`config.mk`:
```
export PLATFORM = sky130hd
export DESIGN_NAME = seg_scan_driver
export DESIGN_NICKNAME = d
export VERILOG_FILES = /design/src/rtl/seg_pkg.sv /design/src/rtl/bcd_to_seg.sv /design/src/rtl/seg_scan_driver.sv
export SDC_FILE = /design/constraint.sdc
export NUM_CORES = 1
export LEC_CHECK = 0
export ABC_AREA = 1
export CAP_MARGIN = 20
export CORE_MARGIN = 5
export CORE_UTILIZATION = 55
export DETAILED_ROUTE_END_ITERATION = 10
export PLACE_DENSITY = 0.8
export SETUP_SLACK_MARGIN = 0.15
export SLEW_MARGIN = 40
export SYNTH_ARGS = -nofsm -noshare
export SYNTH_HDL_FRONTEND = slang
export SYNTH_SLANG_ARGS = --single-unit
```
`constraint.sdc`:
```
create_clock -name clk -period 2.8 [get_ports clk]
set_clock_uncertainty 0.15 [all_clocks]
set_input_delay 0.56 -clock clk [delete_from_list [all_inputs] [get_ports clk]]
set_output_delay 0.56 -clock clk [all_outputs]
set_load 0.005 [all_outputs]
```
`src/rtl/seg_pkg.sv`:
```
// Shared seven-segment constants and the BCD to gfedcba (active-low) table.
package seg_pkg;
  localparam logic [6:0] SEG_BLANK = 7'h7F;
  localparam logic [6:0] SEG_ALL   = 7'h00;

  // Entry n holds the segment pattern for BCD digit n.
  localparam logic [9:0][6:0] BCD_SEG = {
    7'h10, 7'h00, 7'h78, 7'h02, 7'h12, 7'h19, 7'h30, 7'h24, 7'h79, 7'h40
  };
endpackage

```
`src/rtl/bcd_to_seg.sv`:
```
// Combinational BCD nibble to active-low gfedcba decode; codes 10..15 blank.
module bcd_to_seg
  import seg_pkg::*;
(
  input  logic [3:0] nib,
  output logic [6:0] seg
);
  always_comb begin
    seg = SEG_BLANK;
    for (int i = 0; i < 10; i++)
      if (nib == 4'(i)) seg = BCD_SEG[i];
  end
endmodule

```
`src/rtl/seg_scan_driver.sv`:
```
// Multiplexed seven-segment scan driver: prescaled digit scan with a dark
// slot per digit, per-digit blink, leading-zero blanking and alarm flash.
module seg_scan_driver
  import seg_pkg::*;
#(
  parameter int DIGITS    = 4,
  parameter int SCAN_DIV  = 2048,
  parameter int BLINK_DIV = 8388608
) (
  input  logic                clk,
  input  logic                resetn,
  input  logic [4*DIGITS-1:0] value,
  input  logic [DIGITS-1:0]   blink_mask,
  input  logic                blank_lz,
  input  logic                flash,
  input  logic                enable,
  output logic [DIGITS-1:0]   anode,
  output logic [6:0]          seg,
  output logic [2:0]          scan_idx
);
  localparam int PW = (SCAN_DIV > 1) ? $clog2(SCAN_DIV) : 1;
  localparam int BW = (BLINK_DIV > 1) ? $clog2(BLINK_DIV) : 1;

  logic [PW-1:0]     pre;
  logic [BW-1:0]     bcnt;
  logic              phase;
  logic              pre_tc, blink_tc;
  logic [3:0]        nib;
  logic              lz_zero, blink_on;
  logic [6:0]        dec_seg;
  logic [DIGITS-1:0] onehot;
  logic [DIGITS-1:0] anode_nxt;
  logic [6:0]        seg_nxt;

  assign pre_tc   = (pre == PW'(SCAN_DIV - 1));
  assign blink_tc = (bcnt == BW'(BLINK_DIV - 1));

  // Counters keep running while disabled so re-enable resumes mid-frame.
  always_ff @(posedge clk or negedge resetn) begin
    if (!resetn) begin
      pre      <= '0;
      scan_idx <= '0;
      bcnt     <= '0;
      phase    <= 1'b1;
    end else begin
      pre <= pre_tc ? '0 : pre + 1'b1;
      if (pre_tc)
        scan_idx <= (scan_idx == 3'(DIGITS - 1)) ? 3'd0 : scan_idx + 3'd1;
      bcnt <= blink_tc ? '0 : bcnt + 1'b1;
      if (blink_tc) phase <= ~phase;
    end
  end

  // Select the addressed nibble and test whether it and all higher ones are zero.
  always_comb begin
    nib      = '0;
    blink_on = 1'b0;
    lz_zero  = 1'b1;
    for (int i = 0; i < DIGITS; i++) begin
      if (3'(i) == scan_idx) begin
        nib      = value[4*i +: 4];
        blink_on = blink_mask[i];
      end
      if (3'(i) >= scan_idx && value[4*i +: 4] != 4'd0) lz_zero = 1'b0;
    end
  end

  bcd_to_seg u_dec (
    .nib (nib),
    .seg (dec_seg)
  );

  assign onehot = ~(DIGITS'(1) << scan_idx);

  always_comb begin
    anode_nxt = '1;
    seg_nxt   = SEG_BLANK;
    if (!enable || pre_tc) begin
      anode_nxt = '1;
      seg_nxt   = SEG_BLANK;
    end else if (flash) begin
      if (phase) begin
        anode_nxt = onehot;
        seg_nxt   = SEG_ALL;
      end
    end else if (blink_on && !phase) begin
      anode_nxt = '1;
      seg_nxt   = SEG_BLANK;
    end else if (blank_lz && scan_idx != 3'd0 && lz_zero) begin
      anode_nxt = onehot;
      seg_nxt   = SEG_BLANK;
    end else begin
      anode_nxt = onehot;
      seg_nxt   = dec_seg;
    end
  end

  always_ff @(posedge clk or negedge resetn) begin
    if (!resetn) begin
      anode <= '1;
      seg   <= SEG_BLANK;
    end else begin
      anode <= anode_nxt;
      seg   <= seg_nxt;
    end
  end
endmodule

```
==> results of run 1 <==
## cells by family (layout without fill, tap and decap cells)
kind of cell	count (synthesis)	in the layout	share of synthesized area (%)
buffers and inverters	61	106	8.64
and+or+nand+nor	177	177	30.6
adders and majority gates	7	7	3.13
xor gates and xnor gates	19	19	5.95
DFF	49	49	44.4
AOI/OAI and AO/OA	32	32	7.34
## flip-flops by register name (all words and copies together) (netlist names)
| register | count |
|---|---|
| phase | 1 |
| bcnt | 23 |
| seg | 7 |
| scan_idx | 3 |
| pre | 11 |
| anode | 4 |
## path summary, 6_finish.rpt
kind | slack (ns) | cells past startpoint | endpoint
setup / recovery | 0.49 | 11 | seg[0]
hold / removal | 0.006 | 1 | pre[2]
setup reg to reg | 0.49 | 11 | seg[0]
hold reg to reg | 0.33 | 1 | bcnt[0]
max in group asynchronous | 1.73 | 2 | seg[6]
min in group clk | 0.33 | 1 | bcnt[0]
## worst register-to-register path: stages, from the launching register on
cell and delay [ns]:
dfrtp_1 0.61, inv_1 0.16, ha_1 0.24, nand2_2 0.19, nand3_1 0.13, a21oi_1 0.21, nand2_1 0.13, nand3_1 0.11
nand2_1 0.07, o21bai_1 0.13, nand2_1 0.07, nand2_1 0.06
## cell usage after synthesis (all sizes together)
cell type	instances	share of area (%)
o211ai	1	0.27
nor4	3	0.89
and3	1	0.22
nand4	10	2.2
dfrtp	37	33
xnor2	1	0.31
o31ai	2	0.54
xor2	18	5.6
o21ai	18	3.4
a21oi	6	1.9
a21o	1	0.27
o21bai	3	0.81
ha	7	3.1
inv	58	7.9
or2	2	0.45
o22ai	1	0.22
nor3b	2	0.72
nor3	12	2.7
nor2	44	6.4
dfstp	12	11
buf	3	0.76
nand3	32	6.9
nand2	70	9.8
nand3b	1	0.27
## power groups by stage
stage          combinational, mW  clock (mW)  sequential, mW
4_1_cts                    0.106       0.437           0.716
3_5_place_dp               0.106           0           0.730
5_1_grt                    0.118       0.459           0.717
3_3_place_gp               0.105           0           0.730
2_1_floorplan             0.0373           0           0.731
6_report                   0.105       0.419           0.716
## metal layers
| metal | wire (um) | GRT usage (%) | share of wire [%] |
|---|---|---|---|
| met5 | 0 | 0 | 0 |
| met4 | 140 | 9.80 | 2.4 |
| met3 | 260 | 2.77 | 4.5 |
| met2 | 2930 | 35.1 | 51 |
| met1 | 2430 | 22.1 | 42 |
## layout make-up
type,instances,area (sq um),share of cell area (%)
Clock buffer,8,90.1,2.69
Inverter,58,220,6.59
Multi-Input combinational cell,235,1310,39.3
Sequential cell,49,1240,37.1
Tap cell,70,87.6,2.62
Timing Repair Buffer,40,390,11.7
## metrics by stage
stage | cells | utilization (%) | power, mW
floorplan | 345 | - | 0.768
global placement | 452 | 64.9 | 0.835
detailed placement | 452 | 64.9 | 0.836
CTS | 460 | 66.7 | 1.26
global route | 460 | 66.7 | 1.29
finish | 460 | 66.7 | 1.24
==> metrics, run 1 <==
Sequential Power Share=57.8%; CTS HTree Levels=2; portion of the post-synthesis area used by sequential elements=around 44%; clock tree root driver cell=clkbuf_8; portion of the clock cycle consumed by the worst path in the final layout=82.7%; Switching Power=0.270 mW; required time of the critical path=2.89 ns; Post-Syn Nets=377; growth of design area from synthesis to finish=19.6%; instance area after placement=3250 sq um; number of remaining DRC errors=0; count of state elements after synthesis=49; unrepaired setup endpoints after global routing=false; Die Area=6610 sq um; static leakage=between 1.5 and 2 nW; fraction of power spent switching nets=21.8%; drt wl/cell=12.5 um; clock latency of the later-clocked register in the worst-skew pair=~0.3 ns; pins over their slew limit=0; Antenna Nets Post-Route=0; part of the total power dissipated in the clock network=33.8%; aggregate global routing overflow=0; Antenna diodes=0; tightest slew margin relative to the limit=66.8%; overall global routing resource usage=19.4%; largest stage delay on the critical path=slightly above 0.6 ns; total iterations of the first detailed-routing run=4; Worst EP arrival=between 2 and 2.5 ns; Critical path buffers and inverters=1; leading cell types in the layout, fill and taps excluded=nand2_1 (65), inv_1 (52), nor2_1 (39); core area=5010 sq um; Critical Path Source=scan_idx[0]; # clock sinks=49; library cell contributing the largest single delay on the critical path=dfrtp_1; critical path's most frequent cell=nand2_1; category of the worst setup path launch point=flop; die outline height=81.3 um; final hold slack=0.00645 ns; I/O pins=39; Max Fanout on Critical Path=13; Placement Rows=26; cts hold-fix bufs=0; family of cells with the greatest summed delay on the critical path=simple AND/OR/NAND/NOR gates; effective utilization at floorplan=a little under three fifths; final critical-path setup slack=0.485 ns; postcts setup bufs=0; startpoint of the worst register-to-register path=scan_idx[0]; Place WS=0.534 ns; final worst path period need=2.31 ns; final setup violating endpoints=0; synthesis warning total=0; wire length after detailed routing=5.76 mm; result of the run=complete, no violations; Via-to-Cell Ratio=5.12; detailed placement HPWL=4.63 mm; total non-filler cell area in the finished layout=between 3000 and 4000 sq um; global placement routability congestion=between 0.9 and 1; TritonCTS clock tree=done; pwr dens=371 nW/um^2; worst IR drop on VDD=0.168 mV; final sum of negative setup slack=0 ns; number of input and output port buffers inserted=38; Synth Cell Area=2800 sq um; number of clock buffers inserted by TritonCTS=5; fraction of final layout cells sized beyond drive strength 1=13.3%; count of cell types in the netlist=37; most common cell after layout, fill and taps aside=nand2_1; largest net degree at the start of global routing=35; transition time at the pin with the least slew margin=0.494 ns; initial antenna violation count=0; nets@finish=421; Clk pin slew, worst setup/hold paths=~0.080 ns; per-instance average area after synthesis=8.11 sq um; starting DRC count in detailed routing=76; Internal Dissipation=0.970 mW; overall via count from detail_route=~2400; number of global-route vias before repair=2323; count of max-cap constraint violations=0; global-route wire length before repair=9.91 mm; gate count after technology mapping=~350; Cell Chain, Critical Path=inv_1 -> ha_1 -> nand2_2 -> nand3_1 -> a21oi_1 -> nand2_1 -> nand3_1 -> nand2_1 -> o21bai_1 -> nand2_1 -> nand2_1; hold crit path type=in2async; fillcell total=429; critical path class=reg2reg; maximum clock frequency=432 MHz; die width=~80 um; maximum count of clock buffers along a single path=2; combinational fraction of design power=8.5%; PostCTS Resize Cnt=0; hold violation total from the final report=0; element type at the critical path end=flop
Note: power is estimated with default switching activity, not from simulation.
==> run 2, diff against run 1 <==
Clock period 2.8 ns to 2.3 ns, I/O delays scaled along.
==> metrics, run 2 (synthesized netlist as in run 1, its figures left out) <==
Placement Rows=26; starting DRC count in detailed routing=129; required time of the critical path=1.69 ns; Critical Path Source=scan_idx[2]; Worst EP arrival=1.46 ns; Cell Chain, Critical Path=clkdlybuf4s50_1; effective utilization at floorplan=between 50% and 60%; pins over their slew limit=0; growth of design area from synthesis to finish=24.0%; largest stage delay on the critical path=0.59 ns; final sum of negative setup slack=0 ns; most common cell after layout, fill and taps aside=nand2_1; global-route wire length before repair=~9.9 mm; Max Fanout on Critical Path=7; overall global routing resource usage=about a fifth; TritonCTS clock tree=done; tightest slew margin relative to the limit=60.5%; die outline height=81.3 um; critical path class=reg2out; # clock sinks=49; static leakage=1.72 nW; clock latency of the later-clocked register in the worst-skew pair=around 0.30 ns; Clk pin slew, worst setup/hold paths=0.09 ns; biggest registers after layout=bcnt x23, pre x11, seg x7; maximum count of clock buffers along a single path=2; Critical path buffers and inverters=1; initial antenna violation count=0; Via-to-Cell Ratio=approximately 5.0; unrepaired setup endpoints after global routing=true; drt wl/cell=around 12 um; final critical-path setup slack=0.225 ns; pwr dens=around 430 nW/um^2; post-route non-filler standard cell count=471; portion of the clock cycle consumed by the worst path in the final layout=around nine tenths; result of the run=complete, no violations; maximum clock frequency=a little under 500 MHz; Antenna diodes=0; final worst path period need=2.07 ns; global placement routability congestion=0.873; overall via count from detail_route=2362; library cell contributing the largest single delay on the critical path=clkdlybuf4s50_1; total iterations of the first detailed-routing run=5; CTS HTree Levels=2; core area=~5000 sq um; family of cells with the greatest summed delay on the critical path=buffers and inverters; aggregate global routing overflow=0; number of global-route vias before repair=around 2400; hold violation total from the final report=0; Biggest register=bcnt; leading cell types in the layout, fill and taps excluded=nand2_1 (64), inv_1 (50), dfrtp_1 (37), clkdlybuf4s50_1 (37), nor2_1 (36); transition time at the pin with the least slew margin=approximately 0.59 ns; hold crit path type=in2async; number of input and output port buffers inserted=38; FF-to-FF setup slack=approximately 0.27 ns; clock tree root driver cell=clkbuf_8; element type at the critical path end=primary output; fraction of final layout cells sized beyond drive strength 1=18.2%; fillcell total=between 400 and 500; startpoint of the worst register-to-register path=scan_idx[1]; Die Area=between 6000 and 7000 sq um; count of max-cap constraint violations=0; final setup violating endpoints=0; largest net degree at the start of global routing=50; detailed placement HPWL=approximately 4.4 mm; Largest register FFs=23; die width=81.3 um; category of the worst setup path launch point=flop; number of remaining DRC errors=0; nets@finish=432; cell total after placement=456; Antenna Nets Post-Route=0; number of clock buffers inserted by TritonCTS=5; wire length after detailed routing=5.70 mm; I/O pins=39; worst IR drop on VDD=0.254 mV; Place WS=0.235 ns
==> run 2: changes by cell type in the layout (fill, tap and decap cells not counted), moves of 2 or more <==
cell	change
buf_4	+11
nor2_1	-3
clkinvlp_4	+2
inv_1	-2
nand3_1	-2
nand3_2	+2
nor2_2	+2
==> run 2: worst reg2reg max path: cells and delay by family, from the launching register on <==
kind	cells	cell delay (ns)
buffers and inverters	2	0.15
flip-flops	1	0.43
AO/OA/AOI/OAI	2	0.24
AND/OR/NAND/NOR	9	0.90
adder cells (fa/ha/maj)	1	0.14
==> run 2: layer usage <==
layer / global-route usage [%] / vias to the layer above / part of all wire [%]
li1: - / 1218 / -
met5: 0 / - / 0
met4: 7.94 / 0 / 1.7
met2: 35.6 / 49 / 52
met3: 4.32 / 10 / 4.5
met1: 20.5 / 1085 / 42
==> run 2: timing repair <==
item / in CTS / in global routing
endpoints found under the setup margin: 0 / 10
buffers inserted: 0 / 7
resized for setup: 0 / 13
hold buffers: 0 / 0
==> run 2: report_power, final <==
part | internal (mW) | switching (mW) | leakage, nW | total, mW
Clock | 0.214 | 0.281 | 0.0374 | 0.495
Sequential | 0.871 | 0.00156 | 0.614 | 0.872
Combinational | 0.0668 | 0.0653 | 1.07 | 0.132
Total | 1.15 | 0.347 | 1.72 | 1.50
==> run 2: path summary, 6_finish.rpt <==
check,cells after the start,endpoint
max in group asynchronous,2,bcnt[17]
max,1,scan_idx[2]
min in group clk,1,bcnt[0]
min reg2reg,1,bcnt[0]
max reg2reg,14,seg[5]
min,2,bcnt[1]
==> run 2: cell type report <==
cell class | instances | area, sq um | area share (%)
clock inverters | 2 | 15.0 | 0.433
flip-flops and latches | 49 | 1240 | 35.8
well taps | 70 | 87.6 | 2.53
inverters | 58 | 223 | 6.42
clock buffers | 6 | 72.6 | 2.09
multi-input cells | 235 | 1360 | 39.1
repair buffers | 51 | 473 | 13.6
==> run 2: stage by stage <==
stage | total power, mW | hold WS, ns | util, % | area, sq um
finish | 1.50 | 0.0911 | 69.2 | 3470
global route | 1.57 | 0.137 | 69.2 | 3470
CTS | 1.52 | 0.103 | 67.3 | 3370
detailed placement | 1.02 | 0.325 | 65.5 | 3280
global placement | 1.01 | 0.311 | 65.5 | 3280
floorplan | 0.935 | 0.0144 | - | 2800
